===== src/rtl/decode_stage.sv =====
// RV32I decode stage: combinational decode feeding a 2-entry elastic buffer (output reg + skid reg).
// Optional macro DECODE_ILLEGAL_EN: flag unsupported encodings on out_illegal (otherwise tied 0, decoded as NOP).
package decode_pkg;
  typedef enum logic [3:0] {
    ALU_ADD = 4'd0, ALU_SUB, ALU_SLL, ALU_SLT, ALU_XOR, ALU_SRL, ALU_OR, ALU_AND,
    ALU_BEQ, ALU_BNE, ALU_BLT, ALU_BGE, ALU_BLTU, ALU_BGEU
  } alu_op_t;

  typedef enum logic [1:0] {SRC_RS1 = 2'd0, SRC_PC, SRC_ZERO} alu_srcA_t;
  typedef enum logic [1:0] {SRC_RS2 = 2'd0, SRC_IMM, SRC_FOUR} alu_srcB_t;

  typedef struct packed {
    logic [31:0] pc;
    logic [4:0]  rs1;
    logic [4:0]  rs2;
    logic [4:0]  rd;
    logic        rd_we;
    logic [31:0] imm;
    alu_op_t     alu_op;
    alu_srcA_t   srcA;
    alu_srcB_t   srcB;
    logic        is_branch;
    logic        is_jump;
    logic        mem_rd;
    logic        mem_wr;
    logic        illegal;
  } bundle_t;
endpackage

module decode_stage
  import decode_pkg::*;
#(
  parameter int XLEN = 32
) (
  input  logic            clk,
  input  logic            rst,
  input  logic            in_valid,
  output logic            in_ready,
  input  logic [XLEN-1:0] in_instr,
  input  logic [XLEN-1:0] in_pc,
  input  logic            flush,
  output logic            out_valid,
  input  logic            out_ready,
  output logic [XLEN-1:0] out_pc,
  output logic [4:0]      out_rs1,
  output logic [4:0]      out_rs2,
  output logic [4:0]      out_rd,
  output logic            out_rd_we,
  output logic [XLEN-1:0] out_imm,
  output alu_op_t         out_alu_op,
  output alu_srcA_t       out_srcA,
  output alu_srcB_t       out_srcB,
  output logic            out_is_branch,
  output logic            out_is_jump,
  output logic            out_mem_rd,
  output logic            out_mem_wr,
  output logic            out_illegal
);
  localparam logic [6:0] OPC_LUI    = 7'b0110111;
  localparam logic [6:0] OPC_AUIPC  = 7'b0010111;
  localparam logic [6:0] OPC_JAL    = 7'b1101111;
  localparam logic [6:0] OPC_JALR   = 7'b1100111;
  localparam logic [6:0] OPC_BRANCH = 7'b1100011;
  localparam logic [6:0] OPC_LOAD   = 7'b0000011;
  localparam logic [6:0] OPC_STORE  = 7'b0100011;
  localparam logic [6:0] OPC_OPIMM  = 7'b0010011;
  localparam logic [6:0] OPC_OP     = 7'b0110011;

  logic [2:0]  w_f3;
  logic [6:0]  w_f7;
  logic        w_is_op, w_f7_zero, w_f7_ok;
  logic [31:0] w_imm_i, w_imm_s, w_imm_b, w_imm_u, w_imm_j;
  logic        w_ok, w_wr;
  bundle_t     w_dec;

  assign w_f3      = in_instr[14:12];
  assign w_f7      = in_instr[31:25];
  assign w_is_op   = (in_instr[6:0] == OPC_OP);
  assign w_f7_zero = (w_f7 == 7'h00);
  // OP-IMM non-shift forms carry immediate bits in funct7, so only OP constrains it
  assign w_f7_ok   = ~w_is_op | w_f7_zero;

  assign w_imm_i = {{20{in_instr[31]}}, in_instr[31:20]};
  assign w_imm_s = {{20{in_instr[31]}}, in_instr[31:25], in_instr[11:7]};
  assign w_imm_b = {{19{in_instr[31]}}, in_instr[31], in_instr[7], in_instr[30:25], in_instr[11:8], 1'b0};
  assign w_imm_u = {in_instr[31:12], 12'b0};
  assign w_imm_j = {{11{in_instr[31]}}, in_instr[31], in_instr[19:12], in_instr[20], in_instr[30:21], 1'b0};

  always_comb begin
    w_dec     = '0;
    w_dec.pc  = in_pc;
    w_dec.rs1 = in_instr[19:15];
    w_dec.rs2 = in_instr[24:20];
    w_dec.rd  = in_instr[11:7];
    w_ok      = 1'b1;
    w_wr      = 1'b0;
    case (in_instr[6:0])
      OPC_LUI:   begin w_dec.srcA = SRC_ZERO; w_dec.srcB = SRC_IMM; w_dec.imm = w_imm_u; w_wr = 1'b1; end
      OPC_AUIPC: begin w_dec.srcA = SRC_PC; w_dec.srcB = SRC_IMM; w_dec.imm = w_imm_u; w_wr = 1'b1; end
      OPC_JAL: begin
        w_dec.srcA = SRC_PC; w_dec.srcB = SRC_FOUR; w_dec.is_jump = 1'b1;
        w_dec.imm = w_imm_j; w_wr = 1'b1;
      end
      OPC_JALR: begin
        w_dec.srcA = SRC_PC; w_dec.srcB = SRC_FOUR; w_dec.is_jump = 1'b1;
        w_dec.imm = w_imm_i; w_wr = 1'b1;
      end
      OPC_LOAD:  begin w_dec.srcB = SRC_IMM; w_dec.imm = w_imm_i; w_dec.mem_rd = 1'b1; w_wr = 1'b1; end
      OPC_STORE: begin w_dec.srcB = SRC_IMM; w_dec.imm = w_imm_s; w_dec.mem_wr = 1'b1; end
      OPC_BRANCH: begin
        w_dec.is_branch = 1'b1;
        w_dec.imm       = w_imm_b;
        case (w_f3)
          3'b000:  w_dec.alu_op = ALU_BEQ;
          3'b001:  w_dec.alu_op = ALU_BNE;
          3'b100:  w_dec.alu_op = ALU_BLT;
          3'b101:  w_dec.alu_op = ALU_BGE;
          3'b110:  w_dec.alu_op = ALU_BLTU;
          3'b111:  w_dec.alu_op = ALU_BGEU;
          default: w_ok = 1'b0;
        endcase
      end
      OPC_OPIMM, OPC_OP: begin
        w_wr = 1'b1;
        if (!w_is_op) begin
          w_dec.srcB = SRC_IMM;
          w_dec.imm  = w_imm_i;
        end
        case (w_f3)
          3'b000: begin
            if (w_is_op && w_f7 == 7'h20) w_dec.alu_op = ALU_SUB;
            else if (w_f7_ok)             w_dec.alu_op = ALU_ADD;
            else                          w_ok = 1'b0;
          end
          3'b001:  if (w_f7_zero) w_dec.alu_op = ALU_SLL; else w_ok = 1'b0;
          3'b010:  if (w_f7_ok)   w_dec.alu_op = ALU_SLT; else w_ok = 1'b0;
          3'b100:  if (w_f7_ok)   w_dec.alu_op = ALU_XOR; else w_ok = 1'b0;
          3'b101:  if (w_f7_zero) w_dec.alu_op = ALU_SRL; else w_ok = 1'b0;
          3'b110:  if (w_f7_ok)   w_dec.alu_op = ALU_OR;  else w_ok = 1'b0;
          3'b111:  if (w_f7_ok)   w_dec.alu_op = ALU_AND; else w_ok = 1'b0;
          default: w_ok = 1'b0;
        endcase
      end
      default: w_ok = 1'b0;
    endcase
    w_dec.rd_we = w_wr & (in_instr[11:7] != 5'd0);
    // Unsupported encodings collapse to a side-effect-free ADD bundle
    if (!w_ok) begin
      w_dec.imm       = '0;
      w_dec.alu_op    = ALU_ADD;
      w_dec.srcA      = SRC_RS1;
      w_dec.srcB      = SRC_RS2;
      w_dec.rd_we     = 1'b0;
      w_dec.is_branch = 1'b0;
      w_dec.is_jump   = 1'b0;
      w_dec.mem_rd    = 1'b0;
      w_dec.mem_wr    = 1'b0;
`ifdef DECODE_ILLEGAL_EN
      w_dec.illegal   = 1'b1;
`else
      w_dec.illegal   = 1'b0;
`endif
    end
  end

  bundle_t r_out, r_skid;
  logic    r_out_valid, r_skid_valid, r_in_ready;
  logic    w_accept, w_consume, w_out_free;

  assign w_accept   = in_valid & r_in_ready;
  assign w_consume  = r_out_valid & out_ready;
  assign w_out_free = ~r_out_valid | w_consume;

  // Skid can only be occupied while the output is held, so accept never races a skid drain
  always_ff @(posedge clk) begin
    if (rst) begin
      r_out_valid  <= 1'b0;
      r_skid_valid <= 1'b0;
      r_in_ready   <= 1'b1;
      r_out        <= '0;
      r_skid       <= '0;
    end else if (flush) begin
      r_out_valid  <= 1'b0;
      r_skid_valid <= 1'b0;
      r_in_ready   <= 1'b1;
    end else if (w_out_free) begin
      if (r_skid_valid) begin
        r_out        <= r_skid;
        r_out_valid  <= 1'b1;
        r_skid_valid <= 1'b0;
        r_in_ready   <= 1'b1;
      end else begin
        r_out_valid <= w_accept;
        if (w_accept) r_out <= w_dec;
      end
    end else if (w_accept) begin
      r_skid       <= w_dec;
      r_skid_valid <= 1'b1;
      r_in_ready   <= 1'b0;
    end
  end

  assign in_ready      = r_in_ready;
  assign out_valid     = r_out_valid;
  assign out_pc        = r_out.pc;
  assign out_rs1       = r_out.rs1;
  assign out_rs2       = r_out.rs2;
  assign out_rd        = r_out.rd;
  assign out_rd_we     = r_out.rd_we;
  assign out_imm       = r_out.imm;
  assign out_alu_op    = r_out.alu_op;
  assign out_srcA      = r_out.srcA;
  assign out_srcB      = r_out.srcB;
  assign out_is_branch = r_out.is_branch;
  assign out_is_jump   = r_out.is_jump;
  assign out_mem_rd    = r_out.mem_rd;
  assign out_mem_wr    = r_out.mem_wr;
  assign out_illegal   = r_out.illegal;
endmodule


===== config.mk =====
export PLATFORM = sky130hd
export DESIGN_NAME = decode_stage
export DESIGN_NICKNAME = d
export VERILOG_FILES = /design/src/rtl/decode_stage.sv
export SDC_FILE = /design/constraint.sdc
export NUM_CORES = 1
export LEC_CHECK = 0
export BUFFER_PORTS_ARGS = -buffer_cell sky130_fd_sc_hd__buf_2
export CAP_MARGIN = 5
export CORE_MARGIN = 2
export CORE_UTILIZATION = 43
export DETAILED_ROUTE_END_ITERATION = 8
export GPL_TIMING_DRIVEN = 0
export PLACE_DENSITY_LB_ADDON = 0.25
export SLEW_MARGIN = 40
export SYNTH_ARGS = -nofsm -noshare
export SYNTH_HDL_FRONTEND = slang
export SYNTH_SLANG_ARGS = --single-unit
export TNS_END_PERCENT = 10

===== constraint.sdc =====
create_clock -name clk -period 2.6 [get_ports clk]
set_clock_uncertainty 0.2 [all_clocks]
set_input_delay 0.13 -clock clk [delete_from_list [all_inputs] [get_ports clk]]
set_output_delay 0.13 -clock clk [all_outputs]
set_load 0.1 [all_outputs]

==> summary.txt, run 1 <==
Outcome
  – Status: finished clean

Logic synthesis
  – Top FF cell, synth: dfxtp_1
  – Average cell area after synthesis: 8.49 sq um
  – Count of yosys warnings during synthesis: 0
  – Post-Syn Nets: 973
  – Netlist Area Pre-Place: 0.00768 sq mm
  – Async SR Flop Fraction: 0
  – Netlist cell types: 59
  – Number of synthesized flops with an enable pin: 0
  – Seq cells post-synth: 185
  – Sequential share of the synthesized area: 0.482
  – Synthesized instance count: 904

Setup path
  – CP Max Fanout: 6
  – CP Data Arrival Time: 2690 ps
  – Slowest stage cell, crit path: dlygate4sd3_1
  – Kind of critical path: in -> reg
  – WP buf/inv: 2
  – CP Launch Type: input port
  – CP delay by family, top: simple AND/OR/NAND/NOR gates
  – Worst-path cell chain: dlygate4sd3_1 > buf_2 > or4_4 > nor3_1 > a31oi_1 > or2_1 > a2111oi_4 > a22o_1
  – Crit path depth: 8
  – Crit. End Element: flip-flop
  – Largest stage delay, worst path: 540 ps
  – WP data required: 2780 ps
  – R2R cell count: 7

Clock tree
  – TritonCTS Buffers: 17
  – Deepest clock path buffer count: 2
  – Clk root buf: clkbuf_16
  – Clk sink count: 185
  – CTS tree: done
  – H-tree depth: 4
  – Worst skew pair latency: 430 ps
  – Worst-path clk slew: 70 ps

Placed design
  – Hpwl dp: 16.7 mm
  – Port buffer count: 159
  – Pre-CTS setup slack: -143 ps
  – GP Congestion: 0.935

Floorplan
  – Core area: 0.0174 sq mm
  – Rows: 48
  – Die W: 138 um
  – Ports: 164
  – Die area: 0.0189 sq mm
  – Die Ht: 138 um
  – Starting Density: 0.442

GRT
  – First-pass GRT wire length: 37.4 mm
  – Initial antenna violation count: 0
  – Total gr overflow: 0
  – All-Layer GR Usage: 0.256
  – Via count of the first global-routing pass: 7117
  – Largest net degree at the start of global routing: 17

Routing
  – Avg Vias per Cell: 5.46
  – Drt pass-1 iters: 5
  – Detailed Route WL: 23.8 mm
  – Routed len/inst: 17.1 um
  – Vias: 7591
  – Drt drc: 0
  – Final ANT Viol Nets: 0
  – First DRT Iteration DRCs: 565

Timing
  – Max-slew violations: 0
  – Setup slack after layout: 81.6 ps
  – Max Clock Freq: 0.397 GHz
  – Part of the cycle the worst path needs: 0.969
  – Final hold slack: 40.9 ps
  – RSZ-0062 raised after global routing: false
  – Final setup fails: 0
  – Min cycle time layout: 2520 ps
  – Final hold violation count: 0
  – Slew headroom: 0.491
  – Tightest Pin Transition: 763 ps
  – TNS Setup: 0 ps

Power
  – Gate power share: 0.158
  – Net Sw Power: 0.00199 W
  – Int Pwr: 0.00467 W
  – Net Sw Frac: 0.299
  – Power, Total: 0.00666 W
  – Worst vdd ir: 0.479 mV
  – Flop pwr share: 0.441
  – Power density over the cells: 661 mW/mm^2
  – Lkg Pwr: 3.76 nW
  – Clk pwr share: 0.401

Min path
  – Worst hold path type: in -> reg
  – Hold Path Stages: 4

Layout
  – Final #Nets: 1222
  – Area delta synth->final: 31.3%
  – Core Util, Final: 0.581
  – Layout cells sized above 1: 0.197
  – Layout fillers: 1595
  – Antenna cells: 0

Run
  – MaxCap Viol Count: 0
-- timing repair --
item | in CTS | in global routing
hold endpoints to repair | 158 | 0
gates cloned | 0 | 0
hold buffers | 68 | 0
endpoints found under the setup margin | 70 | 52
setup buffers | 0 | 2
gates resized for setup | 5 | 14
pin swaps | 0 | 2
-- state kept, by name, summed over array words and instances (netlist names) --
| signal | count |
|---|---|
| r_skid | 91 |
| out_imm | 32 |
| out_pc | 32 |
| out_rd | 5 |
| out_rs1 | 5 |
| out_rs2 | 5 |
| out_alu_op | 4 |
| out_srcA | 2 |
| in_ready | 1 |
| out_is_branch | 1 |
| out_is_jump | 1 |
| out_mem_rd | 1 |
| out_mem_wr | 1 |
| out_rd_we | 1 |
| out_srcB | 1 |
| out_valid | 1 |
| r_skid_valid | 1 |
-- kinds of logic (layout without fill, tap and decap cells) --
group,count (synthesis),in the layout,synth area share
AO/OA/AOI/OAI,296,296,0.241
AND/OR/NAND/NOR,292,292,0.170
flip-flops,185,185,0.482
buffers and inverters,82,344,0.0437
multiplexers,48,48,0.0628
other,1,1,0.000489
-- placed cells by master (no fill, tap or decap), types with 28 or more instances in the layout --
cell type | Yosys | final
dfxtp_1 | 185 | 184
buf_2 | 4 | 164
nand2_1 | 144 | 144
a21oi_1 | 98 | 98
nor2_1 | 75 | 74
dlygate4sd3_1 | 0 | 68
a211oi_1 | 51 | 51
clkbuf_1 | 57 | 49
mux2i_1 | 47 | 47
o21ai_1 | 43 | 43
o21ai_0 | 37 | 37
a22oi_1 | 28 | 28
-- final timing paths --
kind | to | startpoint | slack, ps
setup / recovery | r_skid[20] | in_instr[27] | 80
hold / removal | r_skid[24] | in_instr[31] | 40
setup reg to reg | out_pc[9] | r_skid_valid | 120
hold reg to reg | r_skid[45] | r_skid[45] | 240
-- power groups by stage --
stage               Sequential, W  Combinational, W  Clock, W
detailed placement        0.00300          0.000961         0
CTS                       0.00294           0.00104   0.00271
finish                    0.00294           0.00105   0.00267
global placement          0.00300          0.000956         0
floorplan                 0.00345          0.000265         0
global route              0.00295           0.00111   0.00282
-- cells in the mapped netlist (6+ instances only) --
library cell	count	area (sq um)
dfxtp_1	185	3700
and3_1	9	56.3
a22o_1	6	52.6
or4_1	7	52.6
nor3_1	15	75.1
nor2_1	75	282
nor2b_1	6	37.5
nand2_1	144	541
a21oi_1	98	490
mux2i_1	47	470
buf_1	11	41.3
o22ai_1	6	37.5
o21ai_0	37	185
o21ai_1	43	215
clkbuf_1	57	214
a211oi_1	51	383
a22oi_1	28	210
-- worst reg2reg max path, delay by kind of cell, from the launching register on --
family,cells,cell delay (ps)
compound gates,2,400
buf+inv,3,1030
simple gates,2,450
flops,1,300
-- area by class of cell --
| type | instances | area, sq um | share of cell area |
|---|---|---|---|
| Multi-Input combinational cell | 637 | 3650 | 0.362 |
| Timing Repair Buffer | 230 | 1500 | 0.148 |
| Clock inverter | 14 | 169 | 0.0168 |
| Buffer | 77 | 329 | 0.0327 |
| Clock buffer | 18 | 429 | 0.0426 |
| Inverter | 5 | 18.8 | 0.00186 |
| Tap cell | 225 | 282 | 0.0279 |
| Sequential cell | 185 | 3700 | 0.368 |
-- layer usage --
layer,vias to the layer above,global-route usage,share of wire
met5,-,0,0
met4,0,0.0899,0.021
met3,41,0.0445,0.062
met2,299,0.404,0.47
met1,3533,0.352,0.45
li1,3718,-,-
-- per-stage QoR --
step,cell area [sq um],std cells
after floorplan,7680,904
after global placement,8750,1288
after CTS,10000,1388
after global routing,10100,1391
after detailed placement,8750,1288
final,10100,1391
No activity file was read; power rests on OpenSTA's default activity.
==> inputs of run 2 (changes only) <==
REMOVE_ABC_BUFFERS = 1   (was not set)
==> run 2 against run 1 <==
Effect of this change: hold slack lost 25 ps; critical path depth is the same; worst setup slack lost 62 ps; sequential share of layout area shrank 0.80 points; routed wire length shrank 9.9%; power grew 0.54%.
==> summary.txt, run 2 (same netlist as run 1, synthesis figures left out) <==
Floorplan
  – Ports: 164 (unchanged)
  – Die Ht: 138 um (unchanged)
  – Die W: 138 um (unchanged)
  – Starting Density: 0.442 (unchanged)
  – Core area: 0.0174 sq mm (unchanged)
  – Die area: 0.0189 sq mm (unchanged)
  – Rows: 48 (unchanged)

Setup path
  – Largest stage delay, worst path: 550 ps (was 540 ps)
  – CP delay by family, top: simple AND/OR/NAND/NOR gates (unchanged)
  – Cell mode on critical path: buf_4
  – CP Data Arrival Time: 2740 ps (was 2690 ps)
  – Slowest stage cell, crit path: or3_4 (was dlygate4sd3_1)
  – CP Max Fanout: 23 (was 6)
  – CP Launch Type: flip-flop (was input port)
  – Kind of critical path: reg -> reg (was in -> reg)
  – WP data required: 2760 ps (was 2780 ps)
  – WP buf/inv: 3 (was 2)
  – Crit. End Element: flip-flop (unchanged)
  – Worst-path cell chain: a21oi_1 > or3_4 > nor2_1 > o211ai_1 > buf_2 > buf_4 > buf_4 > o21ai_0 (was dlygate4sd3_1 > buf_2 > or4_4 > nor3_1 > a31oi_1 > or2_1 > a2111oi_4 > a22o_1)

Clock tree
  – Worst-path clk slew: 70 ps (about the same)
  – H-tree depth: 4 (unchanged)
  – Clk sink count: 185 (unchanged)
  – Clk root buf: clkbuf_16 (unchanged)
  – Deepest clock path buffer count: 2 (unchanged)
  – Worst skew pair latency: 430 ps (about the same)
  – TritonCTS Buffers: 17 (unchanged)
  – CTS tree: done (unchanged)

GRT
  – Largest net degree at the start of global routing: 70 (was 17)
  – Grt met3 use: 0.0475 (was 0.0445)
  – Via count of the first global-routing pass: 6647 (was 7117)
  – All-Layer GR Usage: 0.224 (was 0.256)
  – Met2 Resource Use GR: 0.370 (was 0.404)
  – First-pass GRT wire length: 33.6 mm (was 37.4 mm)
  – Initial antenna violation count: 0 (unchanged)
  – GR peak layer: met2 (unchanged)
  – Total gr overflow: 0 (unchanged)
  – M1 GR Usage: 0.288 (was 0.352)

Layout
  – Area delta synth->final: 34.3% (was 31.3%)
  – Core Util, Final: 0.594 (was 0.581)
  – Layout cells sized above 1: 0.227 (was 0.197)
  – Biggest register: r_skid (unchanged)
  – Post-layout instance area: 0.0103 sq mm (was 0.0101 sq mm)
  – Commonest non-fill, non-tap cells in the layout: dfxtp_1, buf_2, nand2_1 (unchanged)
  – Layout fillers: 1572 (was 1595)
  – Final #Nets: 1195 (was 1222)
  – Antenna cells: 0 (unchanged)
  – Commonest non-fill, non-tap cell in the layout: dfxtp_1 (unchanged)
  – Max FFs per register: 91 (unchanged)

Timing
  – Part of the cycle the worst path needs: 0.992 (was 0.969)
  – Tightest Pin Transition: 753 ps (was 763 ps)
  – Max Clock Freq: 0.388 GHz (was 0.397 GHz)
  – RSZ-0062 raised after global routing: true (was false)
  – Slew headroom: 0.496 (was 0.491)
  – Max-slew violations: 0 (unchanged)
  – Setup slack after layout: 19.8 ps (was 81.6 ps)
  – Final hold violation count: 0 (unchanged)
  – Min cycle time layout: 2580 ps (was 2520 ps)
  – Final setup fails: 0 (unchanged)
  – Final hold slack: 16.3 ps (was 40.9 ps)

Routing
  – Routed len/inst: 15.7 um (was 17.1 um)
  – First DRT Iteration DRCs: 285 (was 565)
  – Drt drc: 0 (unchanged)
  – Drt pass-1 iters: 5 (unchanged)
  – Final ANT Viol Nets: 0 (unchanged)
  – Detailed Route WL: 21.5 mm (was 23.8 mm)
  – Avg Vias per Cell: 5.31 (was 5.46)
  – Vias: 7241 (was 7591)

Placed design
  – Hpwl dp: 14.2 mm (was 16.7 mm)
  – Pre-CTS setup slack: -195 ps (was -143 ps)
  – Port buffer count: 162 (was 159)
  – Placed Area: 0.00886 sq mm (was 0.00875 sq mm)
  – GP Congestion: 0.790 (was 0.935)

Power
  – Lkg Pwr: 3.91 nW (was 3.76 nW)
  – Power density over the cells: 650 mW/mm^2 (was 661 mW/mm^2)
  – Worst vdd ir: 0.442 mV (was 0.479 mV)

Run
  – MaxCap Viol Count: 0 (unchanged)

Outcome
  – Status: finished clean (unchanged)

Min path
  – Worst hold path type: in -> reg (unchanged)
[run 2: power breakdown]
part           switching, W  leakage, nW  total [W]  internal (W)
clock               0.00114        0.301    0.00271       0.00158
combinational      0.000778         2.11    0.00105      0.000275
sequential        0.0000328         1.50    0.00293       0.00290
[run 2: routing by layer]
metal	wire [um]	up-vias
li1	-	3655
met5	0	-
met1	9760	3363
met3	1180	31
met2	10100	192
met4	461	0
[run 2: stage by stage]
step | TNS, ps | total power [W] | cells
4_1_cts | -10.1 | 0.00675 | 1359
6_report | 0 | 0.00670 | 1364
2_1_floorplan | -738860 | 0.00368 | 827
3_5_place_dp | -2620 | 0.00396 | 1251
3_3_place_gp | -1326160 | 0.00394 | 1214
5_1_grt | -830 | 0.00694 | 1364
[run 2: final cells by class]
class                      instances  area [sq um]  area share
clock buffer                      19           453      0.0439
clock inverter                    13           165      0.0160
inverter                           5          18.8     0.00182
multi-input combinational        637          3690       0.358
sequential                       185          3710       0.360
tap                              225           282      0.0273
timing repair buffer             280          1990       0.193
[run 2: tightest hold or removal path: stages]
cell and delay [ps]:
buf_2 140, nand3_1 80, and3_1 190, o21ai_1 60
[run 2: path summary, 6_finish.rpt]
kind / from / end / slack (ps) / depth (start not counted)
max reg2reg: r_skid_valid / out_imm[14] / 20 / 8
min: in_instr[3] / r_skid[24] / 20 / 4
max: r_skid_valid / out_imm[14] / 20 / 8
min reg2reg: r_skid[15] / r_skid[15] / 250 / 2
[run 2: repair_timing]
item                                    CTS  global route
pin swaps                                 0             4
resized for setup                         5             4
hold endpoints to repair                175             0
hold buffers                             76             0
setup buffers                             0             5
endpoints found under the setup margin   29            60
